### config.mk
export PLATFORM = sky130hd
export DESIGN_NAME = instr_buffer
export DESIGN_NICKNAME = d
export VERILOG_FILES = /design/src/rtl/instr_buffer.sv
export SDC_FILE = /design/constraint.sdc
export NUM_CORES = 1
export LEC_CHECK = 0
export CORE_ASPECT_RATIO = 0.6
export CORE_MARGIN = 3
export CORE_UTILIZATION = 55
export DETAILED_ROUTE_END_ITERATION = 7
export PLACE_DENSITY = 0.75
export SETUP_SLACK_MARGIN = 0.1
export SLEW_MARGIN = 5
export SYNTH_ARGS = -nofsm -noshare
export SYNTH_HDL_FRONTEND = slang
export SYNTH_SLANG_ARGS = --single-unit
### constraint.sdc
create_clock -name clock -period 8.7 [get_ports clock]
set_input_delay 0.87 -clock clock [delete_from_list [all_inputs] [get_ports clock]]
set_output_delay 0.87 -clock clock [all_outputs]
set_load 0.03 [all_outputs]
### src/rtl/instr_buffer.sv
// Circular instruction buffer between fetch and dispatch: all-or-nothing group
// enqueue, in-order window of the oldest entries, and partial per-cycle dequeue.
`ifndef N
`define N 3
`endif

module instr_buffer #(
    parameter int N     = `N,
    parameter int IB_SZ = 8,
    parameter int FP_W  = 32,
    localparam int CW   = $clog2(IB_SZ + 1),
    localparam int DW   = $clog2(N + 1),
    localparam int PW   = (IB_SZ > 1) ? $clog2(IB_SZ) : 1
) (
    input  logic                     clock,
    input  logic                     reset,
    input  logic                     flush,
    input  logic [N-1:0][FP_W-1:0]   fetch_packets,
    input  logic [N-1:0]             fetch_valid,
    output logic                     fetch_accept,
    output logic [CW-1:0]            ib_free_slots,
    input  logic [DW-1:0]            dispatch_count,
    output logic [N-1:0][FP_W-1:0]   dispatch_window,
    output logic [DW-1:0]            window_valid_count
);

    logic [FP_W-1:0] mem_q [IB_SZ];
    logic [PW-1:0]   head_q, head_d;
    logic [PW-1:0]   tail_q, tail_d;
    logic [CW-1:0]   count_q, count_d;
    logic [CW-1:0]   enq_n_s;
    logic [CW-1:0]   free_s;
    logic [DW-1:0]   wvc_s;
    logic [DW-1:0]   deq_n_s;
    logic            accept_s;

    // Depth need not be a power of two, so wrap with one compare-and-subtract;
    // ptr < IB_SZ and inc <= IB_SZ keep the sum below 2*IB_SZ.
    function automatic logic [PW-1:0] wrap_add(input logic [PW-1:0] ptr,
                                               input logic [PW:0]   inc);
        logic [PW:0] sum;
        sum = {1'b0, ptr} + inc;
        return (sum >= (PW+1)'(IB_SZ)) ? PW'(sum - (PW+1)'(IB_SZ)) : sum[PW-1:0];
    endfunction

    // Occupancy bookkeeping: accept decision, dequeue clamp and next pointers.
    always_comb begin
        enq_n_s = '0;
        for (int k = 0; k < N; k++) begin
            enq_n_s = enq_n_s + CW'(fetch_valid[k]);
        end
        free_s   = CW'(IB_SZ) - count_q;
        accept_s = (enq_n_s <= free_s) && !flush;
        wvc_s    = (count_q >= CW'(N)) ? DW'(N) : DW'(count_q);
        deq_n_s  = (dispatch_count < wvc_s) ? dispatch_count : wvc_s;
        head_d   = wrap_add(head_q, (PW+1)'(deq_n_s));
        tail_d   = accept_s ? wrap_add(tail_q, (PW+1)'(enq_n_s)) : tail_q;
        count_d  = count_q + (accept_s ? enq_n_s : '0) - CW'(deq_n_s);
    end

    // Dispatch window straight from registered state; invalid lanes forced to zero.
    always_comb begin
        for (int k = 0; k < N; k++) begin
            if (DW'(k) < wvc_s) begin
                dispatch_window[k] = mem_q[wrap_add(head_q, (PW+1)'(k))];
            end else begin
                dispatch_window[k] = '0;
            end
        end
    end

    assign fetch_accept       = accept_s;
    assign ib_free_slots      = free_s;
    assign window_valid_count = wvc_s;

    // Pointer and count registers; flush empties the buffer at the edge.
    always_ff @(posedge clock or posedge reset) begin
        if (reset) begin
            head_q  <= '0;
            tail_q  <= '0;
            count_q <= '0;
        end else if (flush) begin
            head_q  <= '0;
            tail_q  <= '0;
            count_q <= '0;
        end else begin
            head_q  <= head_d;
            tail_q  <= tail_d;
            count_q <= count_d;
        end
    end

    // Entry storage; stale contents are never visible because the window masks them.
    always_ff @(posedge clock) begin
        for (int k = 0; k < N; k++) begin
            if (accept_s && fetch_valid[k]) begin
                mem_q[wrap_add(tail_q, (PW+1)'(k))] <= fetch_packets[k];
            end
        end
    end

endmodule

==> impl_metrics.prom, run 1 <==
# TYPE chip_impl_metric gauge
chip_impl_metric{name="grt_pass1_wl",unit="mm"} 95.9
chip_impl_metric{name="synthDominantCellAreaShare",unit="%"} 37.5
chip_impl_metric{name="post_synth_num_cell_types",unit=""} 44
chip_impl_metric{name="synthArstFlopShare",unit="%"} 3.76
chip_impl_info{name="synth_top_family_by_area",value="multiplexers"} 1
chip_impl_metric{name="placement.io_buffers",unit=""} 206
chip_impl_metric{name="cts.path.max_buffers",unit=""} 3
chip_impl_info{name="clock-root-buffer",value="clkbuf_16"} 1
chip_impl_metric{name="clock_power_share",unit="%"} 13.5
chip_impl_info{name="cts_tree",value="yes"} 1
chip_impl_info{name="yosysMostFrequentCell",value="nor2_1"} 1
chip_impl_info{name="critPathLaunchType",value="input port"} 1
chip_impl_metric{name="placementRows",unit=""} 54
chip_impl_metric{name="critPathMaxStageDelay",unit="ns"} 0.64
chip_impl_metric{name="setup_ws",unit="ns"} 3.18
chip_impl_metric{name="p_int",unit="mW"} 4.88
chip_impl_info{name="critPathCaptureType",value="primary output"} 1
chip_impl_metric{name="gp_congestion",unit=""} 0.859
chip_impl_metric{name="die-height",unit="um"} 156
chip_impl_metric{name="postSynthCellCount",unit=""} 1778
chip_impl_metric{name="max-slew-margin-rel",unit="%"} 19.0
chip_impl_metric{name="drt.antenna.violating_nets",unit=""} 0
chip_impl_metric{name="drive_above_1_share",unit="%"} 19.4
chip_impl_info{name="synth_top_area_cell",value="edfxtp_1"} 1
chip_impl_metric{name="die_width",unit="um"} 255
chip_impl_metric{name="pre_cts_slack",unit="ns"} 3.20
chip_impl_metric{name="power.switching_fraction",unit="%"} 45.0
chip_impl_metric{name="endpoints_failing_hold",unit=""} 0
chip_impl_metric{name="syn_avg_cell_area",unit="um2"} 11.5
chip_impl_metric{name="final_cell_count_no_fill",unit=""} 2362
chip_impl_metric{name="synthSimpleGateAreaFrac",unit="%"} 7.93
chip_impl_metric{name="postSynthNetCount",unit=""} 1903
chip_impl_metric{name="detailed_place.area",unit="um2"} 22700
chip_impl_metric{name="power.static_leakage",unit="nW"} 9.30
chip_impl_metric{name="sequentialPowerShare",unit="%"} 23.9
chip_impl_metric{name="synth_compound_gate_area_share",unit="%"} 8.16
chip_impl_info{name="setup_repair_after_global_routing_missed_its_margin",value="false"} 1
chip_impl_info{name="timing.critical_path.cells",value="clkdlybuf4s50_1, fa_1, inv_1, ha_1, a221o_1, buf_4, or2_0, nand2b_1, inv_1, clkdlybuf4s50_1"} 1
chip_impl_info{name="yosys-top-cells-area",value="edfxtp_1 (37%), mux4_2 (21%), mux2i_1 (13%)"} 1
chip_impl_metric{name="ys_seq_area_share",unit="%"} 38.7
chip_impl_metric{name="syn_to_final_growth",unit="%"} 14.8
chip_impl_metric{name="via_count_of_the_first_global_routing_pass",unit=""} 15700
chip_impl_info{name="worstHoldPathType",value="in -> async"} 1
chip_impl_info{name="status",value="finished, final reports clean"} 1
chip_impl_metric{name="synth-edff-count",unit=""} 256
chip_impl_metric{name="routed-via-count",unit=""} 15800
chip_impl_metric{name="post_cts_setup_buffer_count",unit=""} 0
chip_impl_metric{name="cts.repair.resized",unit=""} 0
chip_impl_info{name="crit_slowest_cell",value="clkdlybuf4s50_1"} 1
chip_impl_metric{name="largest_net_degree_at_the_start_of_global_routing",unit=""} 73
chip_impl_metric{name="power_frac_comb",unit="%"} 62.6
chip_impl_metric{name="crit_arrival",unit="ns"} 4.65
chip_impl_metric{name="clock_latency",unit="ns"} 0.56
chip_impl_info{name="dominantRegCellSynth",value="edfxtp_1"} 1
chip_impl_metric{name="antenna_violations_before_repair",unit=""} 3
chip_impl_metric{name="overflow_left_after_global_routing",unit=""} 0
chip_impl_metric{name="timing.final.crit_share",unit="%"} 63.5
chip_impl_metric{name="max-cap-violations",unit=""} 0
chip_impl_metric{name="routed_wire_length_per_instance",unit="um"} 26.9
chip_impl_metric{name="fin_worst_skew",unit="ns"} 0.00911
chip_impl_metric{name="synthesis.area",unit="um2"} 20500
chip_impl_metric{name="power.total",unit="mW"} 8.86
chip_impl_metric{name="yosys-mux-area-fraction",unit="%"} 37.4
chip_impl_metric{name="synthXorXnorAreaFrac",unit="%"} 0.518
chip_impl_metric{name="worst_pin_slew",unit="ns"} 1.21
chip_impl_metric{name="cts.sink_count",unit=""} 266
chip_impl_info{name="synthTopCellsByCount",value="nor2_1 (282), a21oi_1 (279), mux2i_1 (268), edfxtp_1 (256), mux4_2 (190)"} 1
chip_impl_metric{name="numPlacedInstances",unit=""} 2313
chip_impl_metric{name="finalSetupViolCount",unit=""} 0
chip_impl_metric{name="slew_viol_final",unit=""} 0
chip_impl_metric{name="synth_seq_cells",unit=""} 266
chip_impl_metric{name="final.min_clock_period",unit="ns"} 5.52
chip_impl_info{name="timing_worst_setup_path_type",value="in -> out"} 1
chip_impl_metric{name="drc_errors",unit=""} 0
chip_impl_metric{name="fillCellCount",unit=""} 2758
chip_impl_metric{name="detailedRoute.firstPassIterationCount",unit=""} 5
chip_impl_metric{name="worst-r2r-setup-slack",unit="ns"} 4.02
chip_impl_metric{name="critical_path_required",unit="ns"} 7.83
chip_impl_metric{name="worstPathMaxFanout",unit=""} 18
chip_impl_metric{name="routed_wl",unit="mm"} 63.6
chip_impl_metric{name="route.detailed.vias_per_inst",unit=""} 6.71
chip_impl_metric{name="postCtsHoldBufs",unit=""} 0
chip_impl_metric{name="timing.hold.ws",unit="ns"} 0.606
chip_impl_metric{name="design_area",unit="um2"} 23600
chip_impl_metric{name="rr_worst_depth",unit=""} 11
chip_impl_metric{name="clock_tree.htree_level_count",unit=""} 1
chip_impl_metric{name="design.core.area",unit="um2"} 36600
chip_impl_metric{name="final_sum_of_negative_setup_slack",unit="ns"} 0
chip_impl_metric{name="effective_utilization_at_floorplan",unit="%"} 56.1
chip_impl_metric{name="number_of_synthesis_warnings",unit=""} 0
chip_impl_metric{name="synth_fa_ha_area_share",unit="%"} 1.46
chip_impl_metric{name="power.switching",unit="mW"} 3.99
chip_impl_metric{name="fp.dieArea",unit="um2"} 39700
chip_impl_metric{name="max-vdd-ir-drop",unit="uV"} 310
chip_impl_metric{name="detailed_place_hpwl",unit="mm"} 40.8
chip_impl_metric{name="design.portCount",unit=""} 207
chip_impl_metric{name="num-nets-final",unit=""} 1963
chip_impl_metric{name="number_of_cts_inserted_buffers",unit=""} 27
chip_impl_metric{name="power_density",unit="nW/um2"} 376
chip_impl_metric{name="postLayoutCoreUtil",unit="%"} 64.4
chip_impl_metric{name="worst_setup_hold_path_clk_slew",unit="ns"} 0.07
chip_impl_metric{name="drt_first_iter_violations",unit=""} 1970
chip_impl_metric{name="max_freq",unit="MHz"} 181
chip_impl_metric{name="globalRouteTotalUtil",unit="%"} 31.4
cell families after synthesis:
group                      after synthesis
xor gates and xnor gates                10
AOI/OAI and AO/OA                      307
adders and majority gates               21
muxes                                  522
buffers and inverters                  236
DFF                                    266
and+or+nand+nor                        416
worst max-delay path, delay by kind of cell:
family                   cells  cell delay, ns
buffers and inverters        5            1.61
AND/OR/NAND/NOR              2            0.95
adder cells (fa/ha/maj)      2            0.88
AO/OA/AOI/OAI                1            0.35
cells in the final DEF (no fill, tap or decap), drive strengths merged, types with 7 or more instances in the layout:
| master | Yosys | layout |
|---|---|---|
| nor2 | 282 | 282 |
| a21oi | 279 | 279 |
| mux2i | 268 | 268 |
| edfxtp | 256 | 256 |
| clkdlybuf4s50 | 0 | 206 |
| mux4 | 190 | 190 |
| nand2 | 112 | 112 |
| mux2 | 64 | 64 |
| buf | 136 | 43 |
| clkbuf | 82 | 31 |
| inv | 18 | 19 |
| ha | 16 | 16 |
| clkinv | 0 | 10 |
| dfrtp | 10 | 10 |
| o211ai | 9 | 9 |
| o311ai | 8 | 8 |
| nor2b | 7 | 7 |
path summary, 6_finish.rpt:
check	start	to
min	reset	count_q[0]
min reg2reg	tail_q[1]	tail_q[1]
max reg2reg	count_q[1]	mem_q[1][18]
min in group clock	tail_q[1]	tail_q[1]
max in group asynchronous	reset	head_q[2]
max	fetch_valid[0]	fetch_accept
metal layers:
metal / GRT usage [%] / share of wire, % / vias to the layer above
met5: 0 / 0 / -
li1: - / - / 6811
met4: 11.1 / 3.4 / 0
met2: 47.1 / 44 / 1160
met3: 9.21 / 14 / 141
met1: 44.1 / 38 / 7734
sequential cells by signal, indices dropped and copies added, names as in the netlist:
signal and flops:
head_q 3, count_q 4, tail_q 3, mem_q 256
layout make-up:
type | instances | area, um2 | area share, %
antenna | 3 | 7.51 | 0.0319
sequential | 266 | 7950 | 33.7
clock inverter | 15 | 174 | 0.738
multi-input combinational | 1276 | 11600 | 49.5
clock buffer | 31 | 691 | 2.93
timing repair buffer | 249 | 2380 | 10.1
inverter | 18 | 67.6 | 0.287
tap | 504 | 631 | 2.68
power groups by stage:
stage                     combinational [mW]  sequential, mW  clock (mW)
after global routing                    5.86            2.15        1.24
after detailed placement                5.50            2.13           0
after CTS                               5.52            2.11        1.20
after global placement                  5.41            2.11           0
after floorplan                         3.78            1.97           0
final                                   5.55            2.12        1.20
No activity file was read; power rests on OpenSTA's default activity.
==> run 2: changes to the inputs <==
CORE_UTILIZATION = 53   (was 55)
PLACE_DENSITY = 0.76   (was 0.75)
clock period = 4.7 ns   (was 8.7 ns; I/O delays follow)
==> run 2 against run 1 <==
Net effect: wire length rose by 4.3%; largest cell class unchanged; first-iteration DRC count rose by 15%; global-route usage rose by 0.58 points; utilization fell by 1.5 points; final area rose by 1.3%; critical path depth fell by 5; clock power rose by 78%; critical path type is now reg -> out; die area rose by 3.7%; hold slack got worse by 0.40 ns; combinational power rose by 93%; register-to-register slack got worse by 3.4 ns; clock-buffer cell count rose by 2.
==> impl_metrics.prom, run 2 (synthesis gave the netlist of run 1 again) <==
# TYPE chip_impl_metric gauge
chip_impl_info{name="status",value="finished, final reports clean"} 1
chip_impl_metric{name="routed_wire_length_per_instance",unit="um"} 27.7
chip_impl_metric{name="timing.hold.ws",unit="ns"} 0.209
chip_impl_metric{name="detailed_place.area",unit="um2"} 23000
chip_impl_metric{name="num-nets-final",unit=""} 1978
chip_impl_metric{name="power.switching",unit="mW"} 7.60
chip_impl_metric{name="design_area",unit="um2"} 23900
chip_impl_metric{name="overflow_left_after_global_routing",unit=""} 0
chip_impl_metric{name="routed_wl",unit="mm"} 66.4
chip_impl_metric{name="power.static_leakage",unit="nW"} 9.49
chip_impl_metric{name="power_density",unit="nW/um2"} 698
chip_impl_metric{name="globalRouteTotalUtil",unit="%"} 32.0
chip_impl_metric{name="worst_setup_hold_path_clk_slew",unit="ns"} 0.07
chip_impl_metric{name="syn_to_final_growth",unit="%"} 16.3
chip_impl_metric{name="setup_ws",unit="ns"} 0.600
chip_impl_metric{name="number_of_cts_inserted_buffers",unit=""} 27
chip_impl_metric{name="critical_path_required",unit="ns"} 4.23
chip_impl_metric{name="max-cap-violations",unit=""} 0
chip_impl_info{name="critPathLaunchType",value="register"} 1
chip_impl_info{name="setup_repair_after_global_routing_missed_its_margin",value="false"} 1
chip_impl_info{name="largest-register",value="mem_q"} 1
chip_impl_metric{name="worstPathMaxFanout",unit=""} 53
chip_impl_metric{name="design.core.area",unit="um2"} 37900
chip_impl_metric{name="crit_arrival",unit="ns"} 3.63
chip_impl_metric{name="effective_utilization_at_floorplan",unit="%"} 54.1
chip_impl_metric{name="clock_latency",unit="ns"} 0.57
chip_impl_metric{name="fin_worst_skew",unit="ns"} 0.0134
chip_impl_metric{name="max_freq",unit="MHz"} 244
chip_impl_metric{name="postLayoutCoreUtil",unit="%"} 62.9
chip_impl_metric{name="sequentialPowerShare",unit="%"} 23.0
chip_impl_metric{name="slew_viol_final",unit=""} 0
chip_impl_metric{name="numPlacedInstances",unit=""} 2337
chip_impl_info{name="clock-root-buffer",value="clkbuf_16"} 1
chip_impl_metric{name="detailedRoute.firstPassIterationCount",unit=""} 6
chip_impl_metric{name="placementRows",unit=""} 55
chip_impl_metric{name="timing.final.crit_share",unit="%"} 87.2
chip_impl_metric{name="drive_above_1_share",unit="%"} 20.1
chip_impl_info{name="crit_slowest_cell",value="ha_4"} 1
chip_impl_metric{name="antenna_violations_before_repair",unit=""} 7
chip_impl_metric{name="placement.io_buffers",unit=""} 206
chip_impl_metric{name="cts.sink_count",unit=""} 266
chip_impl_info{name="cts_tree",value="yes"} 1
chip_impl_info{name="timing.critical_path.cells",value="ha_4, mux4_2, nand2_1, a21oi_1, clkdlybuf4s50_1"} 1
chip_impl_info{name="mostFrequentLayoutCells",value="nor2_1 (280), a21oi_1 (278), mux2i_1 (268)"} 1
chip_impl_metric{name="postCtsHoldBufs",unit=""} 0
chip_impl_metric{name="route.detailed.vias_per_inst",unit=""} 6.76
chip_impl_metric{name="final.min_clock_period",unit="ns"} 4.10
chip_impl_metric{name="gp_congestion",unit=""} 0.906
chip_impl_info{name="registers_with_the_highest_flip_flop_counts",value="mem_q x256, count_q x4"} 1
chip_impl_metric{name="design.portCount",unit=""} 207
chip_impl_info{name="timing_worst_setup_path_type",value="reg -> out"} 1
chip_impl_info{name="worstHoldPathType",value="in -> async"} 1
chip_impl_metric{name="max-vdd-ir-drop",unit="uV"} 738
chip_impl_metric{name="drc_errors",unit=""} 0
chip_impl_metric{name="post_cts_setup_buffer_count",unit=""} 0
chip_impl_metric{name="pre_cts_slack",unit="ns"} 0.236
chip_impl_metric{name="via_count_of_the_first_global_routing_pass",unit=""} 16000
chip_impl_metric{name="die-height",unit="um"} 158
chip_impl_metric{name="largest_reg_flops",unit=""} 256
chip_impl_metric{name="power.switching_fraction",unit="%"} 45.7
chip_impl_metric{name="clock_power_share",unit="%"} 12.8
chip_impl_metric{name="detailed_place_hpwl",unit="mm"} 41.7
chip_impl_info{name="layout.cells.most_common",value="nor2_1"} 1
chip_impl_info{name="critPathCaptureType",value="primary output"} 1
chip_impl_metric{name="clock_tree.htree_level_count",unit=""} 1
chip_impl_metric{name="p_int",unit="mW"} 9.04
chip_impl_metric{name="endpoints_failing_hold",unit=""} 0
chip_impl_metric{name="final_cell_count_no_fill",unit=""} 2393
chip_impl_metric{name="fp.dieArea",unit="um2"} 41200
chip_impl_metric{name="cts.path.max_buffers",unit=""} 3
chip_impl_metric{name="power_frac_comb",unit="%"} 64.2
chip_impl_metric{name="die_width",unit="um"} 260
chip_impl_metric{name="grt_pass1_wl",unit="mm"} 98.8
chip_impl_metric{name="largest_net_degree_at_the_start_of_global_routing",unit=""} 144
chip_impl_metric{name="drt_first_iter_violations",unit=""} 2271
chip_impl_metric{name="cts.repair.resized",unit=""} 0
chip_impl_metric{name="max-slew-margin-rel",unit="%"} 15.5
chip_impl_metric{name="finalSetupViolCount",unit=""} 0
chip_impl_metric{name="worst_pin_slew",unit="ns"} 1.26
chip_impl_metric{name="routed-via-count",unit=""} 16200
chip_impl_metric{name="critPathMaxStageDelay",unit="ns"} 0.90
chip_impl_metric{name="drt.antenna.violating_nets",unit=""} 0
==> run 2: cell count changes in the layout (fill, tap and decap cells not counted), sizes merged <==
cell           previous run  this run
diode                     3         7
clkdlybuf4s50           206       205
inv                      19        20
clkinvlp                  0         1
buf                      43        59
clkinv                   10        11
clkbuf                   31        33
bufinv                    4         2
==> run 2: power groups by stage <==
stage                     registers [mW]  clock network, mW  logic (mW)
after floorplan                     3.63                  0        7.01
after global placement              3.81                  0        10.4
after detailed placement            3.85                  0        10.6
after CTS                           3.81               2.13        10.6
after global routing                3.88               2.23        11.2
final                               3.83               2.14        10.7
==> run 2: worst max-delay path, delay by kind of cell, from the launching register on <==
family	cells	cell delay [ns]
adders and majority gates	1	0.90
buffers and inverters	1	0.76
muxes	1	0.39
and+or+nand+nor	1	0.07
AOI/OAI and AO/OA	1	0.37
DFF	1	0.52
==> run 2: cell type report <==
cell class,instances,area (um2)
flip-flops and latches,266,7950
repair buffers,264,2660
multi-input cells,1276,11700
well taps,513,642
inverters,18,67.6
clock buffers,33,698
clock inverters,16,136
diodes,7,17.5
fillers,2859,14100
==> run 2: stage by stage <==
step	power, mW	TNS [ns]
2_1_floorplan	10.6	-144.93
3_3_place_gp	14.2	0
3_5_place_dp	14.4	0
4_1_cts	16.6	0
5_1_grt	17.3	0
6_report	16.6	0
==> run 2: worst paths after layout <==
kind / start / to / slack [ns] / cells after the start
hold reg to reg: tail_q[1] / tail_q[1] / 0.72 / 2
setup / recovery: head_q[0] / dispatch_window[34] / 0.60 / 5
hold / removal: reset / count_q[0] / 0.21 / 2
max in group asynchronous: reset / head_q[1] / 4.14 / 2
min in group clock: tail_q[1] / tail_q[1] / 0.72 / 2
setup reg to reg: count_q[1] / mem_q[3][13] / 0.66 / 7
==> run 2: metal layers <==
metal  wire length (um)  part of all wire (%)  vias up  global-route usage [%]
li1                   -                     -     6853                       -
met4               2300                   3.5        0                    11.5
met5                  0                     0        -                       0
met1              24700                    37     7914                    43.8
met3               9280                    14      169                    8.69
met2              30000                    45     1242                    49.6
